**src/rtl/game_pkg.sv**
```systemverilog
// Shared constants and types for the game screens: letter encoding, glyph geometry
// and the name-entry state enumeration.
package game_pkg;

  localparam int unsigned LETTER_W      = 5;
  localparam int unsigned ALPHABET_SIZE = 26;
  localparam int unsigned GLYPH_COLS    = 5;
  localparam int unsigned GLYPH_ROWS    = 7;
  localparam logic [11:0] COLOR_WHITE   = 12'hfff;

  typedef logic [LETTER_W-1:0] letter_t;

  typedef enum logic [1:0] {
    IDLE,
    EDIT,
    DONE
  } entry_state_t;

endpackage

```
**src/rtl/name_entry_renderer_if.sv**
```systemverilog
// Bundle of button, sync-counter, font-ROM and pixel signals around name_entry_renderer.
// Signal prefixes are from the renderer's point of view (slave modport).
interface name_entry_renderer_if #(
  parameter int unsigned NUM_CHARS = 3
);
  import game_pkg::*;

  logic                         i_enable;
  logic                         i_btn_left;
  logic                         i_btn_right;
  logic                         i_btn_up;
  logic                         i_btn_down;
  logic                         i_btn_confirm;
  logic                         i_frame_start;
  logic [9:0]                   i_h_cnt;
  logic [9:0]                   i_v_cnt;
  logic [5:0]                   o_font_addr;
  logic [2:0]                   o_font_h;
  logic [2:0]                   o_font_v;
  logic [11:0]                  i_font_pixel;
  logic [LETTER_W*NUM_CHARS-1:0] o_name_out;
  logic                         o_name_done;
  logic [11:0]                  o_pixel_out;
  logic                         o_valid;

  modport master (
    output i_enable, i_btn_left, i_btn_right, i_btn_up, i_btn_down, i_btn_confirm,
    output i_frame_start, i_h_cnt, i_v_cnt, i_font_pixel,
    input  o_font_addr, o_font_h, o_font_v, o_name_out, o_name_done, o_pixel_out, o_valid
  );

  modport slave (
    input  i_enable, i_btn_left, i_btn_right, i_btn_up, i_btn_down, i_btn_confirm,
    input  i_frame_start, i_h_cnt, i_v_cnt, i_font_pixel,
    output o_font_addr, o_font_h, o_font_v, o_name_out, o_name_done, o_pixel_out, o_valid
  );

endinterface

```
**src/rtl/name_edit_fsm.sv**
```systemverilog
// Name-entry editing state: IDLE/EDIT/DONE FSM, cursor, letters and cursor blink phase.
// Blinking is built only when NAME_ENTRY_BLINK_EN is defined; otherwise the phase is stuck at 1.
module name_edit_fsm
  import game_pkg::*;
#(
  parameter int unsigned NUM_CHARS    = 3,
  parameter int unsigned BLINK_FRAMES = 16,
  localparam int unsigned CURSOR_W    = $clog2(NUM_CHARS + 1)
) (
  input  logic                          clk,
  input  logic                          rst_n,
  input  logic                          i_enable,
  input  logic                          i_btn_left,
  input  logic                          i_btn_right,
  input  logic                          i_btn_up,
  input  logic                          i_btn_down,
  input  logic                          i_btn_confirm,
  input  logic                          i_frame_start,
  output logic [CURSOR_W-1:0]           o_cursor,
  output logic [LETTER_W*NUM_CHARS-1:0] o_name,
  output entry_state_t                  o_state,
  output logic                          o_blink,
  output logic                          o_name_done
);

  localparam logic [CURSOR_W-1:0] LAST       = CURSOR_W'(NUM_CHARS);
  localparam letter_t             LETTER_MAX = LETTER_W'(ALPHABET_SIZE - 1);

  entry_state_t        r_state;
  logic [CURSOR_W-1:0] r_cursor;
  letter_t             r_letters [NUM_CHARS];
  logic                r_name_done;

  always_ff @(posedge clk) begin
    if (!rst_n) begin
      r_state     <= IDLE;
      r_cursor    <= '0;
      r_name_done <= 1'b0;
      for (int i = 0; i < NUM_CHARS; i++) r_letters[i] <= '0;
    end else if (!i_enable) begin
      r_state     <= IDLE;
      r_name_done <= 1'b0;
    end else begin
      case (r_state)
        IDLE: r_state <= EDIT;
        EDIT: begin
          if (i_btn_confirm) begin
            if (r_cursor == LAST) begin
              r_state     <= DONE;
              r_name_done <= 1'b1;
            end else begin
              r_cursor <= r_cursor + 1'b1;
            end
          end else if (i_btn_left) begin
            if (r_cursor != '0) r_cursor <= r_cursor - 1'b1;
          end else if (i_btn_right) begin
            if (r_cursor != LAST) r_cursor <= r_cursor + 1'b1;
          end else if (i_btn_up || i_btn_down) begin
            // No letter matches when the cursor sits on the "done" slot.
            for (int i = 0; i < NUM_CHARS; i++) begin
              if (r_cursor == CURSOR_W'(i)) begin
                if (i_btn_up) begin
                  r_letters[i] <= (r_letters[i] == LETTER_MAX) ? '0 : r_letters[i] + 1'b1;
                end else begin
                  r_letters[i] <= (r_letters[i] == '0) ? LETTER_MAX : r_letters[i] - 1'b1;
                end
              end
            end
          end
        end
        DONE:    r_state <= DONE;
        default: r_state <= IDLE;
      endcase
    end
  end

`ifdef NAME_ENTRY_BLINK_EN
  localparam int unsigned BLINK_W = (BLINK_FRAMES > 1) ? $clog2(BLINK_FRAMES) : 1;

  logic [BLINK_W-1:0] r_blink_cnt;
  logic               r_blink;

  // Held at its start values outside EDIT so every entry begins with the box visible.
  always_ff @(posedge clk) begin
    if (!rst_n || (r_state != EDIT)) begin
      r_blink_cnt <= '0;
      r_blink     <= 1'b1;
    end else if (i_frame_start) begin
      if (r_blink_cnt == BLINK_W'(BLINK_FRAMES - 1)) begin
        r_blink_cnt <= '0;
        r_blink     <= ~r_blink;
      end else begin
        r_blink_cnt <= r_blink_cnt + 1'b1;
      end
    end
  end

  assign o_blink = r_blink;
`else
  logic w_unused_blink;
  assign w_unused_blink = i_frame_start | (BLINK_FRAMES == 0);
  assign o_blink        = 1'b1;
`endif

  always_comb begin
    o_name = '0;
    for (int i = 0; i < NUM_CHARS; i++) begin
      o_name[LETTER_W*(NUM_CHARS-i)-1 -: LETTER_W] = r_letters[i];
    end
  end

  assign o_cursor    = r_cursor;
  assign o_state     = r_state;
  assign o_name_done = r_name_done;

endmodule

```
**src/rtl/name_entry_renderer.sv**
```systemverilog
// Name-entry screen: editing FSM plus a 2-stage render pipeline (decode -> font ROM -> pixel).
// NAME_ENTRY_BLINK_EN enables cursor-box blinking on frame_start.
module name_entry_renderer
  import game_pkg::*;
#(
  parameter int unsigned NUM_CHARS    = 3,
  parameter int unsigned SCALE_SHIFT  = 4,
  parameter int unsigned NAME_X0      = 190,
  parameter int unsigned NAME_Y0      = 38,
  parameter int unsigned CHAR_PITCH   = 90,
  parameter int unsigned BORDER       = 10,
  parameter int unsigned BLINK_FRAMES = 16,
  parameter int unsigned LETTER_BASE  = 10
) (
  input logic                 clk,
  input logic                 rst_n,
  name_entry_renderer_if.slave bus
);

  localparam int unsigned         CURSOR_W = $clog2(NUM_CHARS + 1);
  localparam logic [CURSOR_W-1:0] LAST     = CURSOR_W'(NUM_CHARS);
  localparam logic [10:0]         GLYPH_W  = 11'(GLYPH_COLS << SCALE_SHIFT);
  localparam logic [10:0]         GLYPH_H  = 11'(GLYPH_ROWS << SCALE_SHIFT);
  localparam logic [10:0]         X0       = 11'(NAME_X0);
  localparam logic [10:0]         Y0       = 11'(NAME_Y0);
  localparam logic [10:0]         PITCH    = 11'(CHAR_PITCH);
  localparam logic [10:0]         BRD      = 11'(BORDER);

  logic [CURSOR_W-1:0]           w_cursor;
  logic [LETTER_W*NUM_CHARS-1:0] w_name;
  entry_state_t                  w_state;
  logic                          w_blink;
  logic                          w_name_done;

  name_edit_fsm #(
    .NUM_CHARS    (NUM_CHARS),
    .BLINK_FRAMES (BLINK_FRAMES)
  ) u_fsm (
    .clk           (clk),
    .rst_n         (rst_n),
    .i_enable      (bus.i_enable),
    .i_btn_left    (bus.i_btn_left),
    .i_btn_right   (bus.i_btn_right),
    .i_btn_up      (bus.i_btn_up),
    .i_btn_down    (bus.i_btn_down),
    .i_btn_confirm (bus.i_btn_confirm),
    .i_frame_start (bus.i_frame_start),
    .o_cursor      (w_cursor),
    .o_name        (w_name),
    .o_state       (w_state),
    .o_blink       (w_blink),
    .o_name_done   (w_name_done)
  );

  logic [10:0]         w_x, w_y, w_dx, w_dy;
  logic                w_in_row, w_glyph_hit;
  letter_t             w_code;
  logic [CURSOR_W-1:0] w_first_idx, w_last_idx;
  logic [10:0]         w_first_x, w_last_x;
  logic                w_in_outer, w_in_inner;
  logic                w_vis_glyph, w_vis_border;

  // Stage 1 decode; all geometry in 11 bits so NAME_X0 + i*CHAR_PITCH cannot wrap.
  always_comb begin
    w_x         = {1'b0, bus.i_h_cnt};
    w_y         = {1'b0, bus.i_v_cnt};
    w_in_row    = (w_y >= Y0) && (w_y < Y0 + GLYPH_H);
    w_dy        = w_y - Y0;
    w_glyph_hit = 1'b0;
    w_dx        = '0;
    w_code      = '0;
    for (int i = 0; i < NUM_CHARS; i++) begin
      if (w_in_row && (w_x >= X0 + 11'(i) * PITCH) && (w_x < X0 + 11'(i) * PITCH + GLYPH_W)) begin
        w_glyph_hit = 1'b1;
        w_dx        = w_x - (X0 + 11'(i) * PITCH);
        w_code      = w_name[LETTER_W*(NUM_CHARS-i)-1 -: LETTER_W];
      end
    end

    // On the "done" slot the box spans from the first to the last glyph.
    w_first_idx = (w_cursor == LAST) ? '0 : w_cursor;
    w_last_idx  = (w_cursor == LAST) ? LAST - 1'b1 : w_cursor;
    w_first_x   = X0 + 11'(w_first_idx) * PITCH;
    w_last_x    = X0 + 11'(w_last_idx) * PITCH;
    w_in_outer  = (w_x >= w_first_x - BRD) && (w_x < w_last_x + GLYPH_W + BRD) &&
                  (w_y >= Y0 - BRD) && (w_y < Y0 + GLYPH_H + BRD);
    w_in_inner  = (w_x >= w_first_x) && (w_x < w_last_x + GLYPH_W) && w_in_row;

    w_vis_glyph  = w_glyph_hit && (w_state != IDLE);
    w_vis_border = w_in_outer && !w_in_inner && (w_state == EDIT) && w_blink;
  end

  logic [5:0] r_font_addr;
  logic [2:0] r_font_h, r_font_v;
  logic       r_t1_glyph, r_t1_border, r_t1_valid;
  logic       r_t2_glyph, r_t2_border, r_t2_valid;

  always_ff @(posedge clk) begin
    if (!rst_n) begin
      r_font_addr <= '0;
      r_font_h    <= '0;
      r_font_v    <= '0;
      r_t1_glyph  <= 1'b0;
      r_t1_border <= 1'b0;
      r_t1_valid  <= 1'b0;
      r_t2_glyph  <= 1'b0;
      r_t2_border <= 1'b0;
      r_t2_valid  <= 1'b0;
    end else begin
      r_font_addr <= w_vis_glyph ? 6'(w_code) + 6'(LETTER_BASE) : '0;
      r_font_h    <= w_vis_glyph ? 3'(w_dx >> SCALE_SHIFT) : '0;
      r_font_v    <= w_vis_glyph ? 3'(w_dy >> SCALE_SHIFT) : '0;
      r_t1_glyph  <= w_vis_glyph;
      r_t1_border <= w_vis_border;
      r_t1_valid  <= w_vis_glyph || w_vis_border;
      // Tag delayed to line up with the ROM's one-cycle read.
      r_t2_glyph  <= r_t1_glyph;
      r_t2_border <= r_t1_border;
      r_t2_valid  <= r_t1_valid;
    end
  end

  always_comb begin
    bus.o_pixel_out = 12'h000;
    if (r_t2_border) begin
      bus.o_pixel_out = COLOR_WHITE;
    end else if (r_t2_glyph) begin
      bus.o_pixel_out = bus.i_font_pixel;
    end
  end

  assign bus.o_valid     = r_t2_valid;
  assign bus.o_font_addr = r_font_addr;
  assign bus.o_font_h    = r_font_h;
  assign bus.o_font_v    = r_font_v;
  assign bus.o_name_out  = w_name;
  assign bus.o_name_done = w_name_done;

endmodule

```
**src/flat_wrapper.sv**
```systemverilog
// flat-port wrapper written by rule: the top's interface ports become plain ports
module name_entry_renderer_flat import game_pkg::*;
#(
  parameter int unsigned NUM_CHARS    = 3,
  parameter int unsigned SCALE_SHIFT  = 4,
  parameter int unsigned NAME_X0      = 190,
  parameter int unsigned NAME_Y0      = 38,
  parameter int unsigned CHAR_PITCH   = 90,
  parameter int unsigned BORDER       = 10,
  parameter int unsigned BLINK_FRAMES = 16,
  parameter int unsigned LETTER_BASE  = 10
)
  (clk, rst_n, bus_i_enable, bus_i_btn_left, bus_i_btn_right, bus_i_btn_up, bus_i_btn_down, bus_i_btn_confirm, bus_i_frame_start, bus_i_h_cnt, bus_i_v_cnt, bus_i_font_pixel, bus_o_font_addr, bus_o_font_h, bus_o_font_v, bus_o_name_out, bus_o_name_done, bus_o_pixel_out, bus_o_valid);
  name_entry_renderer_if #(.NUM_CHARS(NUM_CHARS)) bus_i ();
  input logic clk;
  input logic rst_n;
  input wire logic [$bits(bus_i.i_enable)-1:0] bus_i_enable;
  input wire logic [$bits(bus_i.i_btn_left)-1:0] bus_i_btn_left;
  input wire logic [$bits(bus_i.i_btn_right)-1:0] bus_i_btn_right;
  input wire logic [$bits(bus_i.i_btn_up)-1:0] bus_i_btn_up;
  input wire logic [$bits(bus_i.i_btn_down)-1:0] bus_i_btn_down;
  input wire logic [$bits(bus_i.i_btn_confirm)-1:0] bus_i_btn_confirm;
  input wire logic [$bits(bus_i.i_frame_start)-1:0] bus_i_frame_start;
  input wire logic [$bits(bus_i.i_h_cnt)-1:0] bus_i_h_cnt;
  input wire logic [$bits(bus_i.i_v_cnt)-1:0] bus_i_v_cnt;
  input wire logic [$bits(bus_i.i_font_pixel)-1:0] bus_i_font_pixel;
  output wire logic [$bits(bus_i.o_font_addr)-1:0] bus_o_font_addr;
  output wire logic [$bits(bus_i.o_font_h)-1:0] bus_o_font_h;
  output wire logic [$bits(bus_i.o_font_v)-1:0] bus_o_font_v;
  output wire logic [$bits(bus_i.o_name_out)-1:0] bus_o_name_out;
  output wire logic [$bits(bus_i.o_name_done)-1:0] bus_o_name_done;
  output wire logic [$bits(bus_i.o_pixel_out)-1:0] bus_o_pixel_out;
  output wire logic [$bits(bus_i.o_valid)-1:0] bus_o_valid;
  assign bus_i.i_enable = bus_i_enable;
  assign bus_i.i_btn_left = bus_i_btn_left;
  assign bus_i.i_btn_right = bus_i_btn_right;
  assign bus_i.i_btn_up = bus_i_btn_up;
  assign bus_i.i_btn_down = bus_i_btn_down;
  assign bus_i.i_btn_confirm = bus_i_btn_confirm;
  assign bus_i.i_frame_start = bus_i_frame_start;
  assign bus_i.i_h_cnt = bus_i_h_cnt;
  assign bus_i.i_v_cnt = bus_i_v_cnt;
  assign bus_i.i_font_pixel = bus_i_font_pixel;
  assign bus_o_font_addr = bus_i.o_font_addr;
  assign bus_o_font_h = bus_i.o_font_h;
  assign bus_o_font_v = bus_i.o_font_v;
  assign bus_o_name_out = bus_i.o_name_out;
  assign bus_o_name_done = bus_i.o_name_done;
  assign bus_o_pixel_out = bus_i.o_pixel_out;
  assign bus_o_valid = bus_i.o_valid;
  name_entry_renderer #(.NUM_CHARS(NUM_CHARS), .SCALE_SHIFT(SCALE_SHIFT), .NAME_X0(NAME_X0), .NAME_Y0(NAME_Y0), .CHAR_PITCH(CHAR_PITCH), .BORDER(BORDER), .BLINK_FRAMES(BLINK_FRAMES), .LETTER_BASE(LETTER_BASE)) u_core (.clk(clk), .rst_n(rst_n), .bus(bus_i));
endmodule
```
**config.mk**
```make
export PLATFORM = sky130hd
export DESIGN_NAME = name_entry_renderer_flat
export DESIGN_NICKNAME = d
export VERILOG_FILES = /design/src/rtl/game_pkg.sv /design/src/rtl/name_entry_renderer_if.sv /design/src/rtl/name_edit_fsm.sv /design/src/rtl/name_entry_renderer.sv /design/src/flat_wrapper.sv
export SDC_FILE = /design/constraint.sdc
export NUM_CORES = 1
export LEC_CHECK = 0
export BUFFER_PORTS_ARGS = -buffer_cell sky130_fd_sc_hd__buf_2
export CAP_MARGIN = 30
export CORE_MARGIN = 2
export CORE_UTILIZATION = 25
export CTS_BUF_LIST = sky130_fd_sc_hd__clkbuf_8
export DETAILED_ROUTE_END_ITERATION = 16
export PLACE_DENSITY_LB_ADDON = 0.2
export SLEW_MARGIN = 40
export SYNTH_ARGS = -nofsm -noshare
export SYNTH_HDL_FRONTEND = slang
export SYNTH_SLANG_ARGS = --single-unit
```
**constraint.sdc**
```tcl
create_clock -name clk -period 3.69 [get_ports clk]
set_input_delay 0.738 -clock clk [delete_from_list [all_inputs] [get_ports clk]]
set_output_delay 0.738 -clock clk [all_outputs]
set_load 0.01 [all_outputs]
```
==> impl_metrics.json <==
{
  "critPathArrivalTime_ns": 3.37,
  "synth.distinct_cells": 71,
  "tns_ns": 0,
  "fin_util_pct": 30.6,
  "syn_nets": 507,
  "postSynth.asyncResetShare_pct": 0,
  "core-area_um2": 13900,
  "timing.rr.end": "u_core.r_t1_valid",
  "io_buffer_count": 79,
  "numClockSinks": 38,
  "via_per_inst": 4.87,
  "r2r_setup_slack_ns": 0.56,
  "area_growth_pct": 19.5,
  "first_pass_iters": 4,
  "post_cts_buffers": 0,
  "ir_drop_mv": 0.198,
  "grt_pass1_vias": 3205,
  "routed_wirelength_um": 10000,
  "ctsResizeCount": 0,
  "p_leak_uw": 0.00203,
  "outcome": "finished clean",
  "synth_top_area_share_pct": 18.2,
  "rsz0062_at_grt": "false",
  "cts.path.max_buffers": 2,
  "power_frac_seq_pct": 40.8,
  "fin_ws_ns": 0.556,
  "multi_input_area_um2": 2450,
  "fin_crit_ns": 3.13,
  "cts_hold_buf": 0,
  "min_path_cells": 1,
  "relSlewSlack_pct": 61.5,
  "synth_cells": 414,
  "grt.overflow.total": 0,
  "cpLargestDelayFamily": "compound AO/OA/AOI/OAI gates",
  "ant_nets": 0,
  "clock_power_share_pct": 39.3,
  "num_vias": 3259,
  "place_congestion": 0.807,
  "holdWs_ns": 0.437,
  "n_fill_cell": 1510,
  "synth_edf_count": 15,
  "timing.critical_path.to_type": "register",
  "holdPathEnd": "u_core.bus.o_valid",
  "htreeDepth": 2,
  "synth.area.top_cells": "ha_1 18%, dfxtp_1 13%, edfxtp_1 13%, nor2_1 4.3%, inv_1 3.3%",
  "antenna_found_initial": 0,
  "ys_seq_area_share_pct": 25.5,
  "clk_pin_slew_ns": 0.08,
  "p_int_uw": 828,
  "hold_start": "u_core.r_t1_valid",
  "p_sw_uw": 302,
  "reg2reg_depth": 11,
  "crit_chain": "inv_1 -> ha_1 -> inv_1 -> ha_1 -> nand2_1 -> nor4_1 -> a221o_1 -> a31oi_1 -> a2111oi_0 -> buf_4 -> or2_2",
  "place_ws_ns": 0.406,
  "tritoncts": "built",
  "clock_skew_ns": 0.00933,
  "fmax_mhz": 319,
  "avgSynthCellArea_um2": 8.62,
  "start_kind": "register",
  "worst-path-buf-inv": 3,
  "die_h_um": 123,
  "setup_viol": 0,
  "start_util_pct": 25.6,
  "yosysMostFrequentCell": "ha_1",
  "drv_cap": 0,
  "synth_commonest_cells": "52 x ha_1, 41 x nor2_1, 31 x inv_1, 26 x nand2_1, 23 x dfxtp_1",
  "worstPathRequired_ns": 3.92,
  "drtIter0Drc": 171,
  "syn-cell-area_um2": 3570,
  "register_area_um2": 911,
  "hpwl_um": 8030,
  "cts_made_buffers": 5,
  "die_area_um2": 15300,
  "yosys_register_bits": 38,
  "clk_latency_ns": 0.29,
  "worstMarginPinSlew_ns": 0.563,
  "insertedDiodeCount": 0,
  "grt_use_total_pct": 13.5,
  "yosys.area.top_type": "ha_1",
  "root_buffer": "clkbuf_8",
  "finalCritPeriodShare_pct": 84.9,
  "final-hold-violation-count": 0,
  "layout-drive-gt1-share_pct": 22.1,
  "nets": 581,
  "boundaryPins": 82,
  "power.density_nw_per_um2": 265,
  "grt_max_degree": 18,
  "grt_pass1_wl_um": 16300,
  "hp-class": "register to register",
  "cpPeakStageDelay_ns": 0.56,
  "rows": 43,
  "switching_share_pct": 26.8,
  "worstReg2RegStart": "u_core.u_fsm.o_cursor[1]",
  "p_comb_share_pct": 19.9,
  "report.final.slew_viol_count": 0,
  "slowest_stage": "a2111oi_0",
  "post_drt_wl_per_cell_um": 15.0,
  "ys_warn_count": 0,
  "synth_flop_cell": "dfxtp_1",
  "route.detailed.drc": 0,
  "die_w_um": 123,
  "path_max_fanout": 7,
  "power.total_uw": 1130,
  "crit_type": "register to register"
}
-- how the worst max path moves through the flow --
| stage | start | cells past startpoint | end | slack [ns] |
|---|---|---|---|---|
| 6_report | u_core.u_fsm.o_cursor[1] | 11 | u_core.r_t1_valid | 0.56 |
| 3_5_place_dp | bus_i_h_cnt[4] | 9 | u_core.bus.o_font_h[0] | 0.41 |
| 5_1_grt | u_core.u_fsm.o_cursor[1] | 11 | u_core.r_t1_valid | 0.23 |
| 4_1_cts | u_core.u_fsm.o_cursor[1] | 11 | u_core.r_t1_valid | 0.44 |
| 2_1_floorplan | bus_i_h_cnt[1] | 9 | u_core.bus.o_font_addr[3] | 1.12 |
| 3_3_place_gp | bus_i_h_cnt[4] | 9 | u_core.bus.o_font_h[0] | 0.45 |
-- cells by family after synthesis --
group	synth area share, %
buf+inv	5.75
flops	25.5
xor+xnor	3.93
simple gates	20.0
compound gates	24.4
mux	2.14
fa+ha+maj	18.2
-- power groups by stage --
stage | combinational (uW) | sequential, uW | clock (uW)
6_report | 225 | 461 | 444
5_1_grt | 258 | 464 | 475
4_1_cts | 226 | 461 | 459
3_5_place_dp | 225 | 471 | 0
3_3_place_gp | 219 | 470 | 0
2_1_floorplan | 145 | 466 | 0
-- worst reg2reg max path, stage by stage (launching register included) --
cell       delay [ns]
dfxtp_1          0.45
inv_1            0.14
ha_1             0.42
inv_1            0.20
ha_1             0.35
nand2_1          0.07
nor4_1           0.33
a221o_1          0.22
a31oi_1          0.05
a2111oi_0        0.56
buf_4            0.21
or2_2            0.09
-- layout make-up --
cell class	instances	share of cell area, %
Multi-Input combinational cell	330	57.5
Sequential cell	38	21.3
Timing Repair Buffer	82	9.79
Tap cell	180	5.28
Inverter	31	2.73
Clock buffer	6	1.94
Clock inverter	2	1.41
-- per-layer routing --
metal	global-route usage, %	part of all wire (%)	vias up
met5	0	0	-
met4	2.27	0.53	0
met3	2.40	4.9	6
met2	23.2	45	76
met1	17.9	49	1512
li1	-	-	1665
-- sequential cells by signal, summed over array words and instances, names as in the netlist --
| register | cells |
|---|---|
| u_core.bus.o_valid | 1 |
| u_core.bus.o_font_h | 3 |
| u_core.bus.o_font_v | 3 |
| u_core.u_fsm.o_name_done | 1 |
| u_core.r_t2_glyph | 1 |
| u_core.r_t1_glyph | 1 |
| u_core.u_fsm.o_state | 2 |
| u_core.u_fsm.o_cursor | 2 |
| u_core.u_fsm.r_letters | 15 |
| u_core.bus.o_font_addr | 6 |
| u_core.r_t1_border | 1 |
| u_core.r_t2_border | 1 |
| u_core.r_t1_valid | 1 |
-- per-stage QoR --
| stage | instance area, um2 | instances |
|---|---|---|
| 3_5_place_dp | 4120 | 661 |
| 3_3_place_gp | 4120 | 661 |
| 6_report | 4270 | 669 |
| 5_1_grt | 4270 | 669 |
| 2_1_floorplan | 3570 | 414 |
| 4_1_cts | 4270 | 669 |
-- placed cells by master, fill, tap and decap left out, types with 4 or more instances in the layout --
cell type and count:
clkbuf_8 6, nand2_1 26, nand3_1 9, nor2_1 41, inv_1 31, dfxtp_1 23
nor3_1 12, xor2_1 7, nor2b_1 7, a21o_1 15, mux2i_1 5, o21ai_0 14
nor4b_1 4, edfxtp_1 15, o22a_1 4, a211oi_1 7, o21a_1 6, ha_1 52
nand2b_1 4, and2_1 11, buf_2 79, a31oi_1 9, xnor2_1 9, o22ai_1 4
a21oi_1 22
Note: power is estimated with default switching activity, not from simulation.
